## src/rtl/ps2_pkg.sv

```systemverilog
// Shared constants and types for the PS/2 keyboard receiver.
package ps2_pkg;
    localparam int         PS2_FRAME_BITS = 11;
    localparam logic [7:0] PS2_BREAK      = 8'hF0;
    localparam logic [7:0] PS2_EXT        = 8'hE0;

    localparam int PS2_FIFO_DEPTH = 8;
    localparam int PTR_W          = $clog2(PS2_FIFO_DEPTH);
    typedef logic [PTR_W-1:0] ps2_ptr_t;
endpackage

```

## src/rtl/ps2_scan2ascii_rom.sv

```systemverilog
// Registered Set-2 scan code to lowercase ASCII lookup; unmapped codes give 0x00.
module ps2_scan2ascii_rom (
    input  logic       clk,
    input  logic       clrn,
    input  logic [7:0] code,
    output logic [7:0] ascii
);
    logic [7:0] lut;

    always_comb begin
        lut = 8'h00;
        case (code)
            8'h1C: lut = "a"; 8'h32: lut = "b"; 8'h21: lut = "c"; 8'h23: lut = "d";
            8'h24: lut = "e"; 8'h2B: lut = "f"; 8'h34: lut = "g"; 8'h33: lut = "h";
            8'h43: lut = "i"; 8'h3B: lut = "j"; 8'h42: lut = "k"; 8'h4B: lut = "l";
            8'h3A: lut = "m"; 8'h31: lut = "n"; 8'h44: lut = "o"; 8'h4D: lut = "p";
            8'h15: lut = "q"; 8'h2D: lut = "r"; 8'h1B: lut = "s"; 8'h2C: lut = "t";
            8'h3C: lut = "u"; 8'h2A: lut = "v"; 8'h1D: lut = "w"; 8'h22: lut = "x";
            8'h35: lut = "y"; 8'h1A: lut = "z";
            8'h45: lut = "0"; 8'h16: lut = "1"; 8'h1E: lut = "2"; 8'h26: lut = "3";
            8'h25: lut = "4"; 8'h2E: lut = "5"; 8'h36: lut = "6"; 8'h3D: lut = "7";
            8'h3E: lut = "8"; 8'h46: lut = "9";
            8'h29: lut = 8'h20; 8'h5A: lut = 8'h0D; 8'h66: lut = 8'h08; 8'h0D: lut = 8'h09;
            8'h4E: lut = "-"; 8'h55: lut = "="; 8'h54: lut = "["; 8'h5B: lut = "]";
            8'h5D: lut = 8'h5C; 8'h4C: lut = ";"; 8'h52: lut = "'"; 8'h41: lut = ",";
            8'h49: lut = "."; 8'h4A: lut = "/"; 8'h0E: lut = 8'h60;
            default: lut = 8'h00;
        endcase
    end

    always_ff @(posedge clk or negedge clrn) begin
        if (!clrn) ascii <= 8'h00;
        else       ascii <= lut;
    end
endmodule

```

## src/rtl/ps2_kbd_rx.sv

```systemverilog
// PS/2 device-to-host receiver: oversampled deframer feeding a scan-code FIFO.
// Define PS2_ASCII_LUT_EN to add the registered ascii output.
module ps2_kbd_rx
    import ps2_pkg::*;
#(
    parameter int FIFO_DEPTH     = PS2_FIFO_DEPTH,
    parameter int TIMEOUT_CYCLES = 50000
) (
    input  logic       clk,
    input  logic       clrn,
    input  logic       ps2_clk,
    input  logic       ps2_data,
    input  logic       nextdata_n,
    output logic [7:0] data,
    output logic       ready,
`ifdef PS2_ASCII_LUT_EN
    output logic [7:0] ascii,
`endif
    output logic       overflow,
    output logic       parity_err
);
    localparam int AW = $clog2(FIFO_DEPTH);
    localparam int IW = $clog2(TIMEOUT_CYCLES + 1);
    typedef logic [AW-1:0] ptr_t;

    logic [2:0]    clk_sync, dat_sync;
    logic [3:0]    bit_cnt;
    logic [9:0]    sreg;
    logic [IW-1:0] idle_cnt;
    logic [10:0]   frame;
    logic          fall, bit_in, frame_end, frame_ok, timeout;
    logic [7:0]    mem [FIFO_DEPTH];
    ptr_t          w_ptr, r_ptr;
    logic          wr_req, full, pop;

    // Synchronisers idle high so reset never fakes a falling edge.
    always_ff @(posedge clk or negedge clrn) begin
        if (!clrn) begin
            clk_sync <= '1;
            dat_sync <= '1;
        end else begin
            clk_sync <= {clk_sync[1:0], ps2_clk};
            dat_sync <= {dat_sync[1:0], ps2_data};
        end
    end

    assign fall      = clk_sync[2] & ~clk_sync[1];
    assign bit_in    = dat_sync[1];
    assign frame_end = fall && (bit_cnt == 4'(PS2_FRAME_BITS - 1));
    assign frame     = {bit_in, sreg};
    assign frame_ok  = ~frame[0] & frame[10] & (^frame[9:1]);
    assign timeout   = (bit_cnt != 4'd0) && (idle_cnt == IW'(TIMEOUT_CYCLES));

    always_ff @(posedge clk or negedge clrn) begin
        if (!clrn) begin
            bit_cnt    <= 4'd0;
            sreg       <= '0;
            idle_cnt   <= '0;
            parity_err <= 1'b0;
        end else begin
            parity_err <= frame_end & ~frame_ok;
            if (fall) begin
                idle_cnt <= '0;
                sreg     <= {bit_in, sreg[9:1]};
                bit_cnt  <= frame_end ? 4'd0 : bit_cnt + 4'd1;
            end else if (timeout) begin
                bit_cnt  <= 4'd0;
                idle_cnt <= '0;
            end else if (idle_cnt != IW'(TIMEOUT_CYCLES)) begin
                idle_cnt <= idle_cnt + 1'b1;
            end
        end
    end

    // Full is judged on the pre-pop pointers, so a write racing a pop on a full FIFO drops.
    assign wr_req = frame_end & frame_ok;
    assign full   = ptr_t'(w_ptr + 1'b1) == r_ptr;
    assign ready  = w_ptr != r_ptr;
    assign pop    = ~nextdata_n & ready;
    assign data   = mem[r_ptr];

    always_ff @(posedge clk or negedge clrn) begin
        if (!clrn) begin
            w_ptr    <= '0;
            r_ptr    <= '0;
            overflow <= 1'b0;
        end else begin
            if (wr_req && !full) w_ptr <= w_ptr + 1'b1;
            if (pop)             r_ptr <= r_ptr + 1'b1;
            if (wr_req && full)  overflow <= 1'b1;
            else if (pop)        overflow <= 1'b0;
        end
    end

    always_ff @(posedge clk) begin
        if (wr_req && !full) mem[w_ptr] <= frame[8:1];
    end

`ifdef PS2_ASCII_LUT_EN
    ps2_scan2ascii_rom u_rom (
        .clk   (clk),
        .clrn  (clrn),
        .code  (data),
        .ascii (ascii)
    );
`endif
endmodule

```

## config.mk

```make
export PLATFORM = sky130hd
export DESIGN_NAME = ps2_kbd_rx
export DESIGN_NICKNAME = d
export VERILOG_FILES = /design/src/rtl/ps2_pkg.sv /design/src/rtl/ps2_scan2ascii_rom.sv /design/src/rtl/ps2_kbd_rx.sv
export SDC_FILE = /design/constraint.sdc
export NUM_CORES = 1
export LEC_CHECK = 0
export CORE_MARGIN = 2
export CORE_UTILIZATION = 35
export CTS_BUF_LIST = sky130_fd_sc_hd__clkbuf_8 sky130_fd_sc_hd__clkbuf_16
export DETAILED_ROUTE_END_ITERATION = 10
export SETUP_SLACK_MARGIN = 0.15
export SLEW_MARGIN = 20
export SYNTH_ARGS = -nofsm -noshare
export SYNTH_HDL_FRONTEND = slang
export SYNTH_HIERARCHICAL = 1
export SYNTH_SLANG_ARGS = --single-unit
```

## constraint.sdc

```tcl
create_clock -name clk -period 4.7 [get_ports clk]
set_input_delay 0.47 -clock clk [delete_from_list [all_inputs] [get_ports clk]]
set_output_delay 0.47 -clock clk [all_outputs]
set_load 0.02 [all_outputs]
```

==> run metrics, run 1 <==
outcome completed; antenna violations before repair 0; Pleak between 1.5 and 2 nW; Placer Congestion 0.7608; CTS tree built; DRC Markers 0; delay-heaviest family, CP flip-flops; Critical Path RT 4.23 ns; share of layout cells above drive strength 1 0.1722; wire length on met1 around 3.5 mm; WL per Instance 15.72 um; layout net count between 300 and 400; All-Layer GR Usage 0.1220; commonest cells in the netlist edfxtp_1, nand2_1, dfrtp_1, nor2_1, mux4_2; switching power between 0.0007 and 0.0008 W; Critical Path End Type primary output; clk buf depth 2; Least-Margin Pin Slew 1.039 ns; Yosys warning total 6; vias in the first global route between 2,000 and 2,500; Internal roughly 0.0018 W; clk sink count approximately 110; Synth area leader edfxtp_1; syn_area_per_cell 14.87 um2; top-count cell post-synth edfxtp_1; crit path buf inv count 1; Net Sw Frac 0.2979; Num CTS Buffers 9; sequential share of power 0.480; non-filler cells, final 503; dominant cells by area after synthesis edfxtp_1, dfrtp_1, mux4_2, nand2_1, dfstp_2; Core Region 0.01267 mm2; Clk Latency, worst-skew pair roughly 0.34 ns; Synth top area share 0.4209; peak supply drop 193.8 uV; Syn Inst Count 307; post-synthesis sequential area ratio 0.6580; Setup violations, final 0; final hold vios 0; hold_buf cts 0; Ant. Diodes 0; total wire length 7.909 mm; Worst slew margin 0.3047; iteration count of the initial detailed-routing pass 4; Net Count, Synth roughly 320; setup tns final 0 ns; IO Count 16; synth unique cells 43; top layer in use met4; total gr overflow 0; Die Span Y 118.2 um; Mapped Area 0.004566 mm2; Initial DRC Count 180; critical path data arrival time 2.52 ns; CP Class register to primary output; dpl ws 1.768 ns; final period utilization 0.6353; final core utilization 0.4087; Cells after DPL ~490; top_reg_cell synth edfxtp_1; root buffer cell clkbuf_16; post-CTS sizing 0; FF-to-FF setup slack 1.77 ns; setup repair bufs after CTS 0; Async SR Flop Fraction 0.4019; wire length of the first global-routing pass 13.18 mm; met3 WL 258 um; via count about 2,400; HP Class primary input to async pin; effective utilization at floorplan 0.3603; Setup Skew ~0.0094 ns; shortest period the worst path allows 2.986 ns; Post-DP HPWL 4.955 mm; power per cell area 506.0 mW/mm2; Max Transition Viols Final 0; Port Buf Inserts 15; die extent in x between 100 and 150 um; number of synthesized flops with an enable pin 64; final setup margin 1.714 ns; fillcell total 1,181; hold slack about 0.11 ns; H-Tree Depth 3; Via density 4.759; die footprint roughly 0.014 mm2; fmax 334.9 MHz; critical-path cell list mux4_2 > mux2_2 > clkdlybuf4s50_1; Slowest cell on crit path dfrtp_1; Startpoint Class register; DR WL met2 4.051 mm; combinational share of power 0.250; DRT antenna net count 0; flops & latches, synth 107; crit path max fanout 20; critical path's largest stage delay 0.94 ns; FP Rows just over 40; max cap viols 0; area added between synthesis and finish 13.43%; largest net degree at the start of global routing 44; RSZ-0062 raised after global routing no; Clock Power Share 0.270; Clock transition at path regs 0.07 ns
==> final timing paths <==
| check | start | endpoint | cells past startpoint |
|---|---|---|---|
| worst min register to register | clk_sync[0] | clk_sync[1] | 0 |
| worst max register to register | sreg[7] | mem[2][5] | 6 |
| worst min-delay path | clrn | idle_cnt[11] | 1 |
| worst max-delay path | r_ptr[1] | data[2] | 3 |
| min in group clk | clk_sync[0] | clk_sync[1] | 0 |
| max in group asynchronous | clrn | r_ptr[0] | 1 |
==> registers in the layout, summed over array words and instances, names as in the netlist <==
register	flops
bit_cnt	4
clk_sync	3
dat_sync	2
idle_cnt	16
mem	64
overflow	1
parity_err	1
r_ptr	3
sreg	10
w_ptr	3
==> metal layers <==
metal,vias up,GRT usage
met5,-,0
met4,0,0.03163
met3,7,0.03089
met2,36,0.2027
met1,1204,0.1598
li1,1147,-
==> layout by cell type (no fill, tap or decap), types with 2 or more instances in the layout <==
| cell type | count |
|---|---|
| edfxtp_1 | 64 |
| nand2_1 | 40 |
| dfrtp_1 | 37 |
| nor2_1 | 22 |
| mux4_2 | 16 |
| xnor2_1 | 15 |
| clkdlybuf4s50_1 | 14 |
| inv_1 | 10 |
| mux2_2 | 9 |
| xor2_1 | 9 |
| clkbuf_16 | 9 |
| ha_1 | 7 |
| o21ai_0 | 6 |
| nand3_1 | 5 |
| nand2b_1 | 5 |
| a21oi_1 | 5 |
| dfstp_2 | 5 |
| buf_4 | 5 |
| nand4_1 | 4 |
| nor3_1 | 4 |
| nor2b_1 | 3 |
| nor3b_1 | 3 |
| or3_1 | 3 |
| and3_1 | 3 |
| xnor2_4 | 2 |
| a31oi_1 | 2 |
| and4b_1 | 2 |
| o22ai_1 | 2 |
| and4_1 | 2 |
| inv_6 | 2 |
==> power groups by stage <==
stage	combinational, W	sequential [W]	clock (W)
global placement	0.000652	0.00128	0
detailed placement	0.000660	0.00129	0
global route	0.000713	0.00128	0.000759
finish	0.000655	0.00126	0.000708
CTS	0.000664	0.00127	0.000727
floorplan	0.000589	0.00115	0
==> layout make-up <==
type / instances / area (um2) / area share
well taps: 172 / 215.2 / 0.04156
clock inverters: 7 / 52.55 / 0.01015
flip-flops and latches: 107 / 3005 / 0.5803
multi-input cells: 181 / 1473 / 0.2844
inverters: 8 / 30.03 / 0.005798
repair buffers: 19 / 177.7 / 0.03431
clock buffers: 9 / 225.2 / 0.04349
==> metrics by stage <==
stage / total power [W] / instance area, um2
floorplan: 0.001739 / 4566
global placement: 0.001932 / 4897
detailed placement: 0.001946 / 4898
CTS: 0.002656 / 5176
global route: 0.002754 / 5179
finish: 0.002620 / 5179
==> cells by family (layout without fill, tap and decap cells) <==
group	after synthesis	after routing	share of synthesized area
fa+ha+maj	7	7	0.01918
simple gates	103	103	0.1124
flops	107	107	0.6580
compound gates	17	17	0.02110
xor+xnor	27	27	0.06331
buf+inv	19	43	0.01946
mux	27	27	0.1066
No activity file was read; power rests on OpenSTA's default activity.
==> run 2, diff against run 1 <==
Clock period 4.7 ns to 2.8 ns, I/O delays scaled along.
==> run 2 against run 1 <==
  * Critical path depth grew 1
  * First-iteration DRC count shrank 15%
  * Highest routed layer unchanged
  * Clock power grew 69%
  * Routed wire length shrank 1.4%
==> run metrics, run 2 (synthesized netlist as in run 1, its figures left out) <==
outcome completed; Slowest cell on crit path clkdlybuf4s50_1; final period utilization 0.9053; dpl ws 0.4128 ns (-1.355 ns); Crit Reg-Reg Endpoint mem[2][0]; HP Class primary input to async pin; final setup margin 0.2653 ns (-1.449 ns); setup repair bufs after CTS 0 (unchanged); hold slack 0.09781 ns (-0.01542 ns); Port Buf Inserts 15 (unchanged); max cap viols 0 (unchanged); via count 2,415 (+0.88%); WL per Instance 15.19 um (-3.4%); fmax 394.5 MHz; fillcell total 1,164 (-1.4%); Die Span Y 118.2 um (unchanged); Least-Margin Pin Slew 0.9697 ns (-0.06945 ns); Critical Path RT 2.52 ns (-1.71 ns); crit path buf inv count 2 (+1); clk buf depth 2 (unchanged); Startpoint Class register; Clock transition at path regs 0.07 ns (about the same); Reg2Reg Depth 6 (unchanged); largest net degree at the start of global routing 44 (unchanged); share of layout cells above drive strength 1 0.1965 (+0.02428); critical path data arrival time 2.25 ns (-0.27 ns); Num CTS Buffers 9 (unchanged); Core Region 0.01267 mm2 (unchanged); root buffer cell clkbuf_16; RSZ-0062 raised after global routing no; Via density 4.708 (-1.1%); All-Layer GR Usage 0.1218 (-0.0002341); Pleak 2.000 nW (+3.1%); FP Rows 41 (unchanged); reg-to-reg startpoint sreg[6]; shortest period the worst path allows 2.535 ns; vias in the first global route 2,427 (-0.25%); critical-path cell list buf_12 > mux4_2 > mux2_2 > clkdlybuf4s50_1; DR WL met2 3.940 mm (-2.7%); wire length of the first global-routing pass 13.21 mm (+0.26%); layout net count 348 (+3.0%); Max Transition Viols Final 0 (unchanged); post-CTS sizing 0 (unchanged); critical path's largest stage delay 0.54 ns (-0.40 ns); antenna violations before repair 0 (unchanged); final hold vios 0 (unchanged); DRT antenna net count 0 (unchanged); total wire length 7.795 mm (-1.4%); Largest register FFs 64 (unchanged); biggest regs mem: 64 flops, idle_cnt: 16 flops, sreg: 10 flops; crit path max fanout 19 (-5.0%); Setup violations, final 0 (unchanged); delay-heaviest family, CP multiplexers; Setup Skew 0.01088 ns (+0.001497 ns); commonest non-fill, non-tap cell in the layout edfxtp_1; Critical Path End Type primary output; FF-to-FF setup slack 0.44 ns (-1.33 ns); die footprint 0.01397 mm2 (unchanged); setup tns final 0 ns (unchanged); power per cell area 847.6 mW/mm2 (+68%); met3 WL 164 um (-36%); Clk Latency, worst-skew pair 0.34 ns (about the same); most frequent cells in the layout edfxtp_1, nand2_1, dfrtp_1, nor2_1, mux4_2; total gr overflow 0 (unchanged); Ant. Diodes 0 (unchanged); Post-DP HPWL 5.115 mm (+3.2%); Most flops, register mem; Worst slew margin 0.3536 (+0.04886); CTS tree built; clk sink count 107 (unchanged); area added between synthesis and finish 15.48%; Initial DRC Count 153 (-15%); die extent in x 118.2 um (unchanged); DRC Markers 0 (unchanged); CP Class register to primary output; wire length on met1 3.632 mm (+3.2%); effective utilization at floorplan 0.3603 (unchanged); hold_buf cts 0 (unchanged); peak supply drop 366.7 uV (+89%); top layer in use met4; IO Count 16 (unchanged); H-Tree Depth 3 (unchanged); iteration count of the initial detailed-routing pass 4 (unchanged); Final Power 0.004469 W (+71%); Placer Congestion 0.7557 (-0.67%)
==> run 2: changes by cell type in the layout (fill, tap and decap cells not counted) <==
| cell | change |
|---|---|
| dfrtp_2 | -1 |
| clkbuf_8 | +1 |
| buf_12 | +1 |
| buf_2 | +1 |
| inv_1 | -1 |
| dfrtp_1 | +1 |
| buf_4 | +8 |
==> run 2: final cells by class <==
type | instances | area (um2) | share of cell area
repair buffers | 29 | 262.8 | 0.04983
multi-input cells | 181 | 1473 | 0.2793
well taps | 172 | 215.2 | 0.04082
clock buffers | 10 | 239.0 | 0.04533
clock inverters | 6 | 48.80 | 0.009255
flip-flops and latches | 107 | 3004 | 0.5698
inverters | 8 | 30.03 | 0.005695
==> run 2: worst register-to-register path: stages, from the launching register on <==
cell     delay, ns
dfrtp_1       0.56
xnor2_1       0.17
xnor3_2       0.49
xnor2_4       0.24
nand4_1       0.20
nor3_1        0.19
buf_4         0.22
==> run 2: per-layer routing <==
| metal | vias up | track usage |
|---|---|---|
| li1 | 1173 | - |
| met1 | 1214 | 0.1603 |
| met2 | 22 | 0.1991 |
| met3 | 6 | 0.03234 |
| met4 | 0 | 0.03389 |
| met5 | - | 0 |
==> run 2: stage by stage <==
stage | cell area (um2) | std cells | utilization
2_1_floorplan | 4566 | 307 | -
3_3_place_gp | 4985 | 497 | 0.3934
3_5_place_dp | 4985 | 497 | 0.3934
4_1_cts | 5273 | 513 | 0.4161
5_1_grt | 5273 | 513 | 0.4161
6_report | 5273 | 513 | 0.4161
==> run 2: worst max-delay path by stage <==
| stage | slack (ns) | cells after the start | end | start |
|---|---|---|---|---|
| after CTS | 0.22 | 4 | data[7] | r_ptr[0] |
| final | 0.27 | 4 | data[0] | r_ptr[0] |
| after global routing | 0.17 | 4 | data[0] | r_ptr[1] |
| after floorplan | 0.27 | 6 | mem[2][0] | clk_sync[2] |
| after detailed placement | 0.41 | 6 | mem[2][7] | sreg[6] |
| after global placement | 0.52 | 6 | mem[0][6] | sreg[6] |
==> run 2: power by group <==
group	internal (W)	total [W]	switching, W
combinational	0.000713	0.00130	0.000587
sequential	0.00181	0.00197	0.000160
clock	0.000639	0.00120	0.000562
==> run 3, diff against run 2 <==
Settings changed: HOLD_SLACK_MARGIN set to 0.06, RECOVER_POWER set to 100.
==> run 3 against run 2 <==
  * The flow now finishes with violations (max-capacitance violations, max-slew violations)
  * Critical path depth unchanged
  * Die area unchanged
  * Highest routed layer unchanged
  * Utilization decreased by 0.29 points
  * Total power decreased by 0.23%
==> run metrics, run 3 (synthesized netlist as in run 1, its figures left out) <==
via count 2,410 (-0.21%); max cap viols 1 (+1); largest net degree at the start of global routing 44 (unchanged); fillcell total 1,170 (+0.52%); die footprint 0.01397 mm2 (unchanged); CTS tree built; CP Class register to primary output; Via density 4.698 (-0.21%); Least-Margin Pin Slew 2.347 ns (+1.377 ns); final hold vios 0 (unchanged); power per cell area 851.5 mW/mm2 (+0.46%); RSZ-0062 raised after global routing no; total gr overflow 0 (unchanged); Critical Path RT 2.52 ns (about the same); peak supply drop 365.4 uV (-0.35%); effective utilization at floorplan 0.3603 (unchanged); Startpoint Class register; switching power 0.001306 W (-0.16%); dpl ws 0.4128 ns (unchanged); area added between synthesis and finish 14.69%; biggest regs mem: 64 flops, idle_cnt: 16 flops, sreg: 10 flops; die extent in x 118.2 um (unchanged); critical path data arrival time 2.26 ns (about the same); most frequent cells in the layout edfxtp_1, nand2_1, dfrtp_1, nor2_1, mux4_2; total wire length 7.797 mm (about the same); Worst slew margin -0.5647 (-0.9183); Clock Power Share 0.270 (about the same); setup tns final 0 ns (unchanged); sequential share of power 0.441 (about the same); Most flops, register mem; antenna violations before repair 0 (unchanged); Num CTS Buffers 9 (unchanged); FP Rows 41 (unchanged); top layer in use met4; Setup Skew 0.01017 ns (-0.0007122 ns); Core Region 0.01267 mm2 (unchanged); met3 WL 236 um (+44%); share of layout cells above drive strength 1 0.1760 (-0.02053); outcome finished, violations left; WL per Instance 15.20 um (about the same); Critical Path End Type primary output; Setup violations, final 0 (unchanged); Net Sw Frac 0.2930 (about the same); All-Layer GR Usage 0.1218 (unchanged); wire length on met1 3.540 mm (-2.5%); final setup margin 0.2636 ns (-0.001635 ns); final period utilization 0.9059 (about the same); Pleak 1.992 nW (-0.44%); H-Tree Depth 3 (unchanged); post-CTS sizing 0 (unchanged); Initial DRC Count 141 (-7.8%); area of the multi-input gates 0.001463 mm2 (-0.68%); vias in the first global route 2,427 (unchanged); Post-DP HPWL 5.115 mm (unchanged); Register Area 0.003004 mm2 (unchanged); clk sink count 107 (unchanged); Clock transition at path regs 0.07 ns (about the same); Largest register FFs 64 (unchanged); IO Count 16 (unchanged); clk buf depth 2 (unchanged); Clk Latency, worst-skew pair 0.34 ns (about the same); layout net count 348 (unchanged); crit path max fanout 16 (-3); Max Transition Viols Final 44 (+44); setup repair bufs after CTS 0 (unchanged); FF-to-FF setup slack 0.37 ns (-0.07 ns); iteration count of the initial detailed-routing pass 4 (unchanged); DRC Markers 0 (unchanged); Final Power 0.004458 W (-0.23%); root buffer cell clkbuf_16; fmax 394.3 MHz (about the same); Port Buf Inserts 15 (unchanged); HP Class register to register; commonest non-fill, non-tap cell in the layout edfxtp_1; hold_buf cts 0 (unchanged); wire length of the first global-routing pass 13.21 mm (unchanged); Ant. Diodes 0 (unchanged); combinational share of power 0.289 (-0.002); DR WL met2 3.958 mm (+0.46%); Placer Congestion 0.7557 (unchanged); DRT antenna net count 0 (unchanged); failing checks max-capacitance violations, max-slew violations; shortest period the worst path allows 2.536 ns (+0.001635 ns); Die Span Y 118.2 um (unchanged); Internal 0.003152 W (-0.26%)
run 3: changes by cell type in the layout (fill, tap and decap cells not counted), moves of 3 or more:
cell	previous run	this run
buf_4	13	4
clkbuf_2	0	7
clkdlybuf4s50_1	14	9
dlygate4sd3_1	0	5
clkbuf_1	0	3
run 3: metal layers:
layer	global-route usage	vias up
li1	-	1173
met1	0.1603	1203
met2	0.1991	27
met3	0.03234	7
met4	0.03389	0
met5	0	-
run 3: per-stage QoR:
step,hold WS (ns),util,instances,area (um2)
floorplan,-0.01559,-,307,4566
global placement,0.3493,0.3934,497,4985
detailed placement,0.3468,0.3934,497,4985
CTS,0.1212,0.4161,513,5273
global route,0.3683,0.4133,513,5236
finish,0.3599,0.4133,513,5236
run 3: path summary, 6_finish.rpt:
| path | startpoint | endpoint | cells after the start |
|---|---|---|---|
| worst min register to register | dat_sync[0] | dat_sync[1] | 0 |
| worst min-delay path | dat_sync[0] | dat_sync[1] | 0 |
| min in group asynchronous | clrn | idle_cnt[11] | 1 |
| worst max-delay path | r_ptr[1] | data[0] | 4 |
| worst max register to register | sreg[6] | mem[0][3] | 6 |
| max in group asynchronous | clrn | r_ptr[1] | 1 |
run 3: power groups by stage:
stage | Combinational (W) | Clock, W | Sequential, W
global route | 0.00141 | 0.00129 | 0.00199
detailed placement | 0.00133 | 0 | 0.00200
finish | 0.00129 | 0.00120 | 0.00197
floorplan | 0.000989 | 0 | 0.00193
CTS | 0.00133 | 0.00123 | 0.00197
global placement | 0.00131 | 0 | 0.00200
run 3: layout make-up:
type	instances	share of cell area
Sequential cell	107	0.5737
Multi-Input combinational cell	181	0.2793
Clock buffer	10	0.04564
Timing Repair Buffer	29	0.04516
Tap cell	172	0.04110
Clock inverter	6	0.009319
Inverter	8	0.005735
run 3: critical path, cell delays in order (launching register included):
cell and delay, ns:
dfrtp_1 0.45, buf_4 0.30, mux4_2 0.35, mux2_2 0.29, clkdlybuf4s50_1 0.54
